**config.mk**
```make
export PLATFORM = sky130hd
export DESIGN_NAME = incr_decr_n_flat
export DESIGN_NICKNAME = d
export VERILOG_FILES = /design/src/rtl/incr_decr_n_pkg.sv /design/src/rtl/incr_decr_n_if.sv /design/src/rtl/incr_decr_n_datapath.sv /design/src/rtl/incr_decr_n.sv /design/src/flat_wrapper.sv
export SDC_FILE = /design/constraint.sdc
export NUM_CORES = 1
export LEC_CHECK = 0
export ABC_AREA = 1
export CORE_MARGIN = 3
export CORE_UTILIZATION = 55
export CTS_CLUSTER_DIAMETER = 60
export CTS_CLUSTER_SIZE = 16
export DETAILED_ROUTE_END_ITERATION = 16
export PLACE_DENSITY = 0.77
export SETUP_SLACK_MARGIN = 0.3
export SYNTH_ARGS = -nofsm -noshare
export SYNTH_HDL_FRONTEND = slang
export SYNTH_SLANG_ARGS = --single-unit
```
**constraint.sdc**
```tcl
create_clock -name clk -period 4.3 [get_ports clk]
set_clock_uncertainty 0.2 [all_clocks]
set_input_delay 1.075 -clock clk [delete_from_list [all_inputs] [get_ports clk]]
set_output_delay 1.075 -clock clk [all_outputs]
set_load 0.01 [all_outputs]
```
**src/rtl/incr_decr_n_pkg.sv**
```systemverilog
// Shared op-codes and FSM state encoding for the incr_decr_n register bank.
package incr_decr_pkg;

    // Operation codes carried on the op field of the request bus.
    localparam logic [1:0] OP_LOAD = 2'b00;
    localparam logic [1:0] OP_INCR = 2'b01;
    localparam logic [1:0] OP_DECR = 2'b10;
    localparam logic [1:0] OP_ADD  = 2'b11;

    // Control FSM states: wait for a request, execute it, hold the result.
    typedef enum logic [1:0] {
        S_IDLE   = 2'b00,
        S_EXEC   = 2'b01,
        S_COMMIT = 2'b10
    } state_e;

    // True for the operations that add something to the current register value.
    function automatic logic is_add_like(input logic [1:0] op);
        return (op == OP_INCR) || (op == OP_ADD);
    endfunction

endpackage

```
**src/rtl/incr_decr_n_if.sv**
```systemverilog
// Request/commit handshake bus between a requester (master) and incr_decr_n (slave).
interface incr_decr_n_if #(
    parameter int WIDTH = 32,
    parameter int NREGS = 4
);
    logic [WIDTH-1:0]         data_in;
    logic [1:0]               op;
    logic [$clog2(NREGS)-1:0] reg_addr;
    logic                     val_op;
    logic                     op_ack;
    logic                     op_commit;
    logic                     commit_ack;
    logic [WIDTH-1:0]         data_out;
    logic                     ovf;

    modport master (
        output data_in, op, reg_addr, val_op, commit_ack,
        input  op_ack, op_commit, data_out, ovf
    );

    modport slave (
        input  data_in, op, reg_addr, val_op, commit_ack,
        output op_ack, op_commit, data_out, ovf
    );
endinterface

```
**src/rtl/incr_decr_n_datapath.sv**
```systemverilog
// Register bank, wrap/saturate arithmetic unit and the serial scan chain that
// threads through every bank bit (reg0 bit 0 first, reg NREGS-1 bit WIDTH-1 last).
module incr_decr_n_datapath
    import incr_decr_pkg::*;
#(
    parameter int WIDTH = 32,
    parameter int NREGS = 4,
    parameter int STEP  = 1,
    parameter int SAT   = 0
) (
    input  logic                     clk,
    input  logic                     reset,
    input  logic                     reg_en,
    input  logic [$clog2(NREGS)-1:0] reg_sel,
    input  logic [1:0]               op,
    input  logic [WIDTH-1:0]         operand,
    input  logic                     sen,
    input  logic                     scan_ce,
    input  logic                     sin,
    output logic [WIDTH-1:0]         data_out,
    output logic                     ovf,
    output logic                     sout
);

    // Step widened by one bit so the carry/borrow lands in bit WIDTH.
    localparam logic [WIDTH:0] STEP_X = (WIDTH+1)'(STEP);

    logic [WIDTH-1:0] bank_q [NREGS];
    logic [WIDTH-1:0] bank_d [NREGS];
    logic [WIDTH-1:0] data_out_q, data_out_d;
    logic             ovf_q, ovf_d;

    logic [WIDTH-1:0] cur;
    logic [WIDTH:0]   addend;
    logic [WIDTH:0]   sum;
    logic [WIDTH:0]   diff;
    logic [WIDTH-1:0] result;
    logic             carry;

    // Arithmetic unit: compute the result and overflow flag for the addressed register.
    always_comb begin
        cur    = bank_q[reg_sel];
        addend = (op == OP_ADD) ? {1'b0, operand} : STEP_X;
        sum    = {1'b0, cur} + addend;
        diff   = {1'b0, cur} - STEP_X;
        result = cur;
        carry  = 1'b0;
        if (op == OP_LOAD) begin
            result = operand;
            carry  = 1'b0;
        end else if (is_add_like(op)) begin
            result = sum[WIDTH-1:0];
            carry  = sum[WIDTH];
            if ((SAT != 0) && carry) begin
                result = '1;
            end
        end else begin
            result = diff[WIDTH-1:0];
            carry  = diff[WIDTH];
            if ((SAT != 0) && carry) begin
                result = '0;
            end
        end
    end

    // Bank next state: scan shift has priority, otherwise the EXEC write.
    always_comb begin
        for (int k = 0; k < NREGS; k++) begin
            bank_d[k] = bank_q[k];
        end
        if (sen) begin
            if (scan_ce) begin
                bank_d[0] = {bank_q[0][WIDTH-2:0], sin};
                for (int k = 1; k < NREGS; k++) begin
                    bank_d[k] = {bank_q[k][WIDTH-2:0], bank_q[k-1][WIDTH-1]};
                end
            end
        end else if (reg_en) begin
            bank_d[reg_sel] = result;
        end
    end

    // Result/overflow registers capture only on a real (non-scan) execute cycle.
    always_comb begin
        data_out_d = data_out_q;
        ovf_d      = ovf_q;
        if (reg_en && !sen) begin
            data_out_d = result;
            ovf_d      = carry;
        end
    end

    // Bank and result registers; everything clears on reset.
    always_ff @(posedge clk or negedge reset) begin
        if (!reset) begin
            for (int k = 0; k < NREGS; k++) begin
                bank_q[k] <= '0;
            end
            data_out_q <= '0;
            ovf_q      <= 1'b0;
        end else begin
            for (int k = 0; k < NREGS; k++) begin
                bank_q[k] <= bank_d[k];
            end
            data_out_q <= data_out_d;
            ovf_q      <= ovf_d;
        end
    end

    assign data_out = data_out_q;
    assign ovf      = ovf_q;
    assign sout     = bank_q[NREGS-1][WIDTH-1];

endmodule

```
**src/rtl/incr_decr_n.sv**
```systemverilog
// incr_decr_n top: request/commit FSM around the register-bank datapath.
// Scan enable freezes the FSM and all handshake outputs while the chain shifts.
module incr_decr_n
    import incr_decr_pkg::*;
#(
    parameter int WIDTH = 32,
    parameter int NREGS = 4,
    parameter int STEP  = 1,
    parameter int SAT   = 0
) (
    input  logic          clk,
    input  logic          reset,
    incr_decr_n_if.slave  bus,
    input  logic          sen,
    input  logic          scan_ce,
    input  logic          sin,
    output logic          sout
);

    state_e                   state_q, state_d;
    logic [1:0]               op_q, op_d;
    logic [$clog2(NREGS)-1:0] addr_q, addr_d;
    logic [WIDTH-1:0]         operand_q, operand_d;
    logic                     op_ack_q, op_ack_d;
    logic                     op_commit_q, op_commit_d;
    logic                     reg_en;
    logic [WIDTH-1:0]         dp_data_out;
    logic                     dp_ovf;

    // Next-state, request capture and handshake outputs; scan holds everything.
    always_comb begin
        state_d     = state_q;
        op_d        = op_q;
        addr_d      = addr_q;
        operand_d   = operand_q;
        op_ack_d    = op_ack_q;
        op_commit_d = op_commit_q;
        reg_en      = 1'b0;
        if (!sen) begin
            op_ack_d = 1'b0;
            case (state_q)
                S_IDLE: begin
                    if (bus.val_op) begin
                        op_d      = bus.op;
                        addr_d    = bus.reg_addr;
                        operand_d = bus.data_in;
                        op_ack_d  = 1'b1;
                        state_d   = S_EXEC;
                    end
                end
                S_EXEC: begin
                    reg_en      = 1'b1;
                    op_commit_d = 1'b1;
                    state_d     = S_COMMIT;
                end
                S_COMMIT: begin
                    if (bus.commit_ack) begin
                        op_commit_d = 1'b0;
                        state_d     = S_IDLE;
                    end
                end
                default: begin
                    op_commit_d = 1'b0;
                    state_d     = S_IDLE;
                end
            endcase
        end
    end

    // State and captured-request registers; reset abandons any operation.
    always_ff @(posedge clk or negedge reset) begin
        if (!reset) begin
            state_q     <= S_IDLE;
            op_q        <= OP_LOAD;
            addr_q      <= '0;
            operand_q   <= '0;
            op_ack_q    <= 1'b0;
            op_commit_q <= 1'b0;
        end else begin
            state_q     <= state_d;
            op_q        <= op_d;
            addr_q      <= addr_d;
            operand_q   <= operand_d;
            op_ack_q    <= op_ack_d;
            op_commit_q <= op_commit_d;
        end
    end

    incr_decr_n_datapath #(
        .WIDTH (WIDTH),
        .NREGS (NREGS),
        .STEP  (STEP),
        .SAT   (SAT)
    ) u_datapath (
        .clk      (clk),
        .reset    (reset),
        .reg_en   (reg_en),
        .reg_sel  (addr_q),
        .op       (op_q),
        .operand  (operand_q),
        .sen      (sen),
        .scan_ce  (scan_ce),
        .sin      (sin),
        .data_out (dp_data_out),
        .ovf      (dp_ovf),
        .sout     (sout)
    );

    assign bus.op_ack    = op_ack_q;
    assign bus.op_commit = op_commit_q;
    assign bus.data_out  = dp_data_out;
    assign bus.ovf       = dp_ovf;

endmodule
```
**src/flat_wrapper.sv**
```systemverilog
// flat-port wrapper written by rule: the top's interface ports become plain ports
module incr_decr_n_flat import incr_decr_pkg::*;
#(
    parameter int WIDTH = 32,
    parameter int NREGS = 4,
    parameter int STEP  = 1,
    parameter int SAT   = 0
)
  (clk, reset, sen, scan_ce, sin, sout, bus_data_in, bus_op, bus_reg_addr, bus_val_op, bus_commit_ack, bus_op_ack, bus_op_commit, bus_data_out, bus_ovf);
  incr_decr_n_if #(.WIDTH(WIDTH), .NREGS(NREGS)) bus_i ();
  input  logic clk;
  input  logic reset;
  input  logic sen;
  input  logic scan_ce;
  input  logic sin;
  output logic sout;
  input wire logic [$bits(bus_i.data_in)-1:0] bus_data_in;
  input wire logic [$bits(bus_i.op)-1:0] bus_op;
  input wire logic [$bits(bus_i.reg_addr)-1:0] bus_reg_addr;
  input wire logic [$bits(bus_i.val_op)-1:0] bus_val_op;
  input wire logic [$bits(bus_i.commit_ack)-1:0] bus_commit_ack;
  output wire logic [$bits(bus_i.op_ack)-1:0] bus_op_ack;
  output wire logic [$bits(bus_i.op_commit)-1:0] bus_op_commit;
  output wire logic [$bits(bus_i.data_out)-1:0] bus_data_out;
  output wire logic [$bits(bus_i.ovf)-1:0] bus_ovf;
  assign bus_i.data_in = bus_data_in;
  assign bus_i.op = bus_op;
  assign bus_i.reg_addr = bus_reg_addr;
  assign bus_i.val_op = bus_val_op;
  assign bus_i.commit_ack = bus_commit_ack;
  assign bus_op_ack = bus_i.op_ack;
  assign bus_op_commit = bus_i.op_commit;
  assign bus_data_out = bus_i.data_out;
  assign bus_ovf = bus_i.ovf;
  incr_decr_n #(.WIDTH(WIDTH), .NREGS(NREGS), .STEP(STEP), .SAT(SAT)) u_core (.clk(clk), .reset(reset), .bus(bus_i), .sen(sen), .scan_ce(scan_ce), .sin(sin), .sout(sout));
endmodule
```
==> metrics.cfg <==
[run_status]
status=finished clean

[global_routing]
grt_max_degree=95
grt_pass1_wl_mm=71.8
grt_remaining_overflow=0
antenna_found_initial=0
grt_usage_pct=33.3
grt_pass1_vias=13073

[logic_synthesis]
yosys.area.top_type=dfrtp_1
syn_area_mm2=0.0140
synthTopCellsByArea=dfrtp_1, nand2_1, a21oi_1
synthArstFlopShare_pct=100
seq_area_frac_synth_pct=36.0
synth-edff-count=0
syn_nets=2121
ys_ff_latch=201
ys.flop_type=dfrtp_1
yosysUniqueCellTypes=48
yosysWarnings=0
netlist_instances=2044
postSynthAreaPerCell_um2=6.84
synth_top_area_share_pct=36.0

[die]
rows=57
io_pins=79
die_area_mm2=0.0274
initial_core_util_pct=56.7
core_area_mm2=0.0247
fp.dieH_um=165
die_w_um=165

[cts]
cts_max_level=1
cts_buffers=21
clkTransAtPathRegs_ns=0.08
cts_buffer_depth=3
clock_latency_ns=0.52
cts_tree=done
clock-sinks=201
cts-root-buf=clkbuf_16

[cells_and_area]
n_fill_cell=2303
syn_to_final_growth_pct=12.2
register_area_mm2=0.00503
drive_gt1_share_pct=12.4
nets=2161
multi_input_area_mm2=0.00791
diodes=0

[setup_path]
crit_path_start_kind=register
crit_fanout=16
critPathRequiredTime_ns=4.53
crit_path_end_kind=register
cp.arrival_ns=4.04
criticalPathCategory=reg2reg

[job]
drv_cap=0

[sta]
worst-slew-pin-transition_ns=1.23
fin_tns_setup_ns=0
drv_slew=0
fin_crit_ns=3.81
period_share_pct=88.6
setup_viol=0
relSlewSlack_pct=17.7
grt_setup_unrepaired=true
fmax_mhz=262
hold_viol=0

[placement]
routabilityCongestion=0.965
io_buffers=78
hpwl_mm=32.5

[drt]
drcViolationCount=0
drt_first_pass_iters=5
route.detailed.wl_per_inst_um=18.8
drt_wl_total_mm=45.6
vias=14094
initialDrtViolationCount=1638
viasPerCell=5.82
postRouteAntennaNets=0

[hold_path]
hold_path.class=reg2reg

synth_stat cells, types with 2 or more instances:
master / n
nand2_1: 552
a21oi_1: 295
nor2_1: 266
dfrtp_1: 201
inv_1: 149
nand3_1: 149
clkbuf_1: 64
o21ai_0: 53
nand2_2: 47
nor2_2: 34
ha_1: 33
a21oi_2: 28
nand3_2: 26
nor2_4: 20
buf_2: 16
o21ai_1: 15
buf_6: 14
a22oi_1: 9
nand4_1: 9
nor3_1: 8
xor2_1: 8
nand2_4: 5
buf_4: 4
nand3b_1: 4
nor4_1: 3
o21a_1: 3
clkinv_1: 2
inv_2: 2
o211ai_2: 2
o21ai_2: 2
o21bai_1: 2
o221ai_1: 2
xnor2_1: 2
area by class of cell:
| class | count | share of cell area [%] |
|---|---|---|
| multi-input cells | 1590 | 50.4 |
| flip-flops and latches | 201 | 32.1 |
| repair buffers | 117 | 7.01 |
| inverters | 153 | 3.71 |
| clock buffers | 24 | 3.55 |
| well taps | 324 | 2.58 |
| clock inverters | 12 | 0.662 |
flip-flops by register name (all words and copies together), names as in the netlist:
register,flops
u_core.u_datapath.bank_q,127
u_core.operand_q,32
u_core.u_datapath.data_out,32
u_core.addr_q,2
u_core.op_q,2
u_core.state_q,2
u_core.bus.op_ack,1
u_core.bus.op_commit,1
u_core.u_datapath.ovf,1
u_core.u_datapath.sout,1
metrics by stage:
step	util [%]	hold slack [ns]	worst slack, ns	cells	instance area (µm²)
finish	63.6	0.279	0.488	2421	15700
global route	63.6	0.304	0.215	2421	15700
CTS	63.5	0.283	0.345	2421	15700
detailed placement	60.8	0.264	0.380	2385	15000
global placement	60.8	0.262	0.512	2385	15000
floorplan	-	0.264	1.13	2044	14000
cell usage in the layout (no fill, tap or decap), types with 3 or more instances in the layout:
| master | n |
|---|---|
| nand3_2 | 27 |
| a22oi_1 | 9 |
| o21ai_0 | 50 |
| dfrtp_1 | 199 |
| nand3_1 | 148 |
| a21oi_1 | 295 |
| nand2_4 | 5 |
| o21ai_1 | 11 |
| clkbuf_8 | 3 |
| nand3b_1 | 4 |
| clkdlybuf4s50_1 | 76 |
| nand4_1 | 9 |
| nor2_1 | 262 |
| nand2_1 | 552 |
| ha_1 | 32 |
| buf_4 | 38 |
| inv_1 | 149 |
| nor3_1 | 8 |
| o21a_1 | 3 |
| nand2_2 | 47 |
| clkbuf_16 | 21 |
| a21oi_2 | 28 |
| xor2_1 | 8 |
| inv_6 | 4 |
| inv_8 | 3 |
| nor4_1 | 3 |
| o21ai_2 | 9 |
| clkinv_2 | 4 |
| nor2_2 | 36 |
| nor2_4 | 22 |
layer usage:
layer | vias up | global-route usage [%] | share of wire [%]
met5 | - | 0 | 0
met4 | 0 | 13.7 | 4.4
met3 | 103 | 4.17 | 7.6
met2 | 704 | 50.9 | 45
met1 | 6576 | 47.8 | 44
li1 | 6711 | - | -
worst paths after layout:
check                                                    from                       endpoint  slack, ns  cells after the start
worst max-delay path                         u_core.addr_q[1]  u_core.u_datapath.bank_q[120]       0.49                     16
worst min-delay path            u_core.u_datapath.data_out[5]  u_core.u_datapath.data_out[5]       0.28                      2
worst max register to register               u_core.addr_q[1]  u_core.u_datapath.bank_q[120]       0.49                     16
worst min register to register  u_core.u_datapath.data_out[5]  u_core.u_datapath.data_out[5]       0.28                      2
max in group asynchronous                               reset  u_core.u_datapath.bank_q[114]       2.63                      2
min in group asynchronous                               reset            u_core.operand_q[6]       0.44                      1
worst max-delay path, stage by stage, from the launching register on:
cell and delay (ns):
dfrtp_4 0.59, nand2_2 0.14, inv_1 0.16, nand2_1 0.13, nand4_2 0.20, ha_1 0.30
fa_1 0.50, nand3_1 0.10, nand2_1 0.12, a21oi_1 0.31, or2_2 0.21, nand3_1 0.08
nand2_1 0.08, nand3_1 0.16, nand3_2 0.22, nand2_1 0.07, a21oi_1 0.15
what timing repair did:
action,4_1_cts,5_1_grt
buffers inserted,0,0
resized for setup,0,15
endpoints found under the setup margin,0,119
hold buffers,0,0
cell families (layout without fill, tap and decap cells):
kind of cell / count (synthesis) / after routing / synth area share (%)
xor+xnor: 10 / 10 / 0.626
flops: 201 / 201 / 36.0
buf+inv: 253 / 306 / 7.87
fa+ha+maj: 34 / 34 / 3.09
compound gates: 417 / 417 / 16.3
mux: 1 / 1 / 0.0805
simple gates: 1128 / 1128 / 36.1
Power is not shown: default switching activity piles up to over one toggle a cycle in this logic, so the estimate is an artifact.
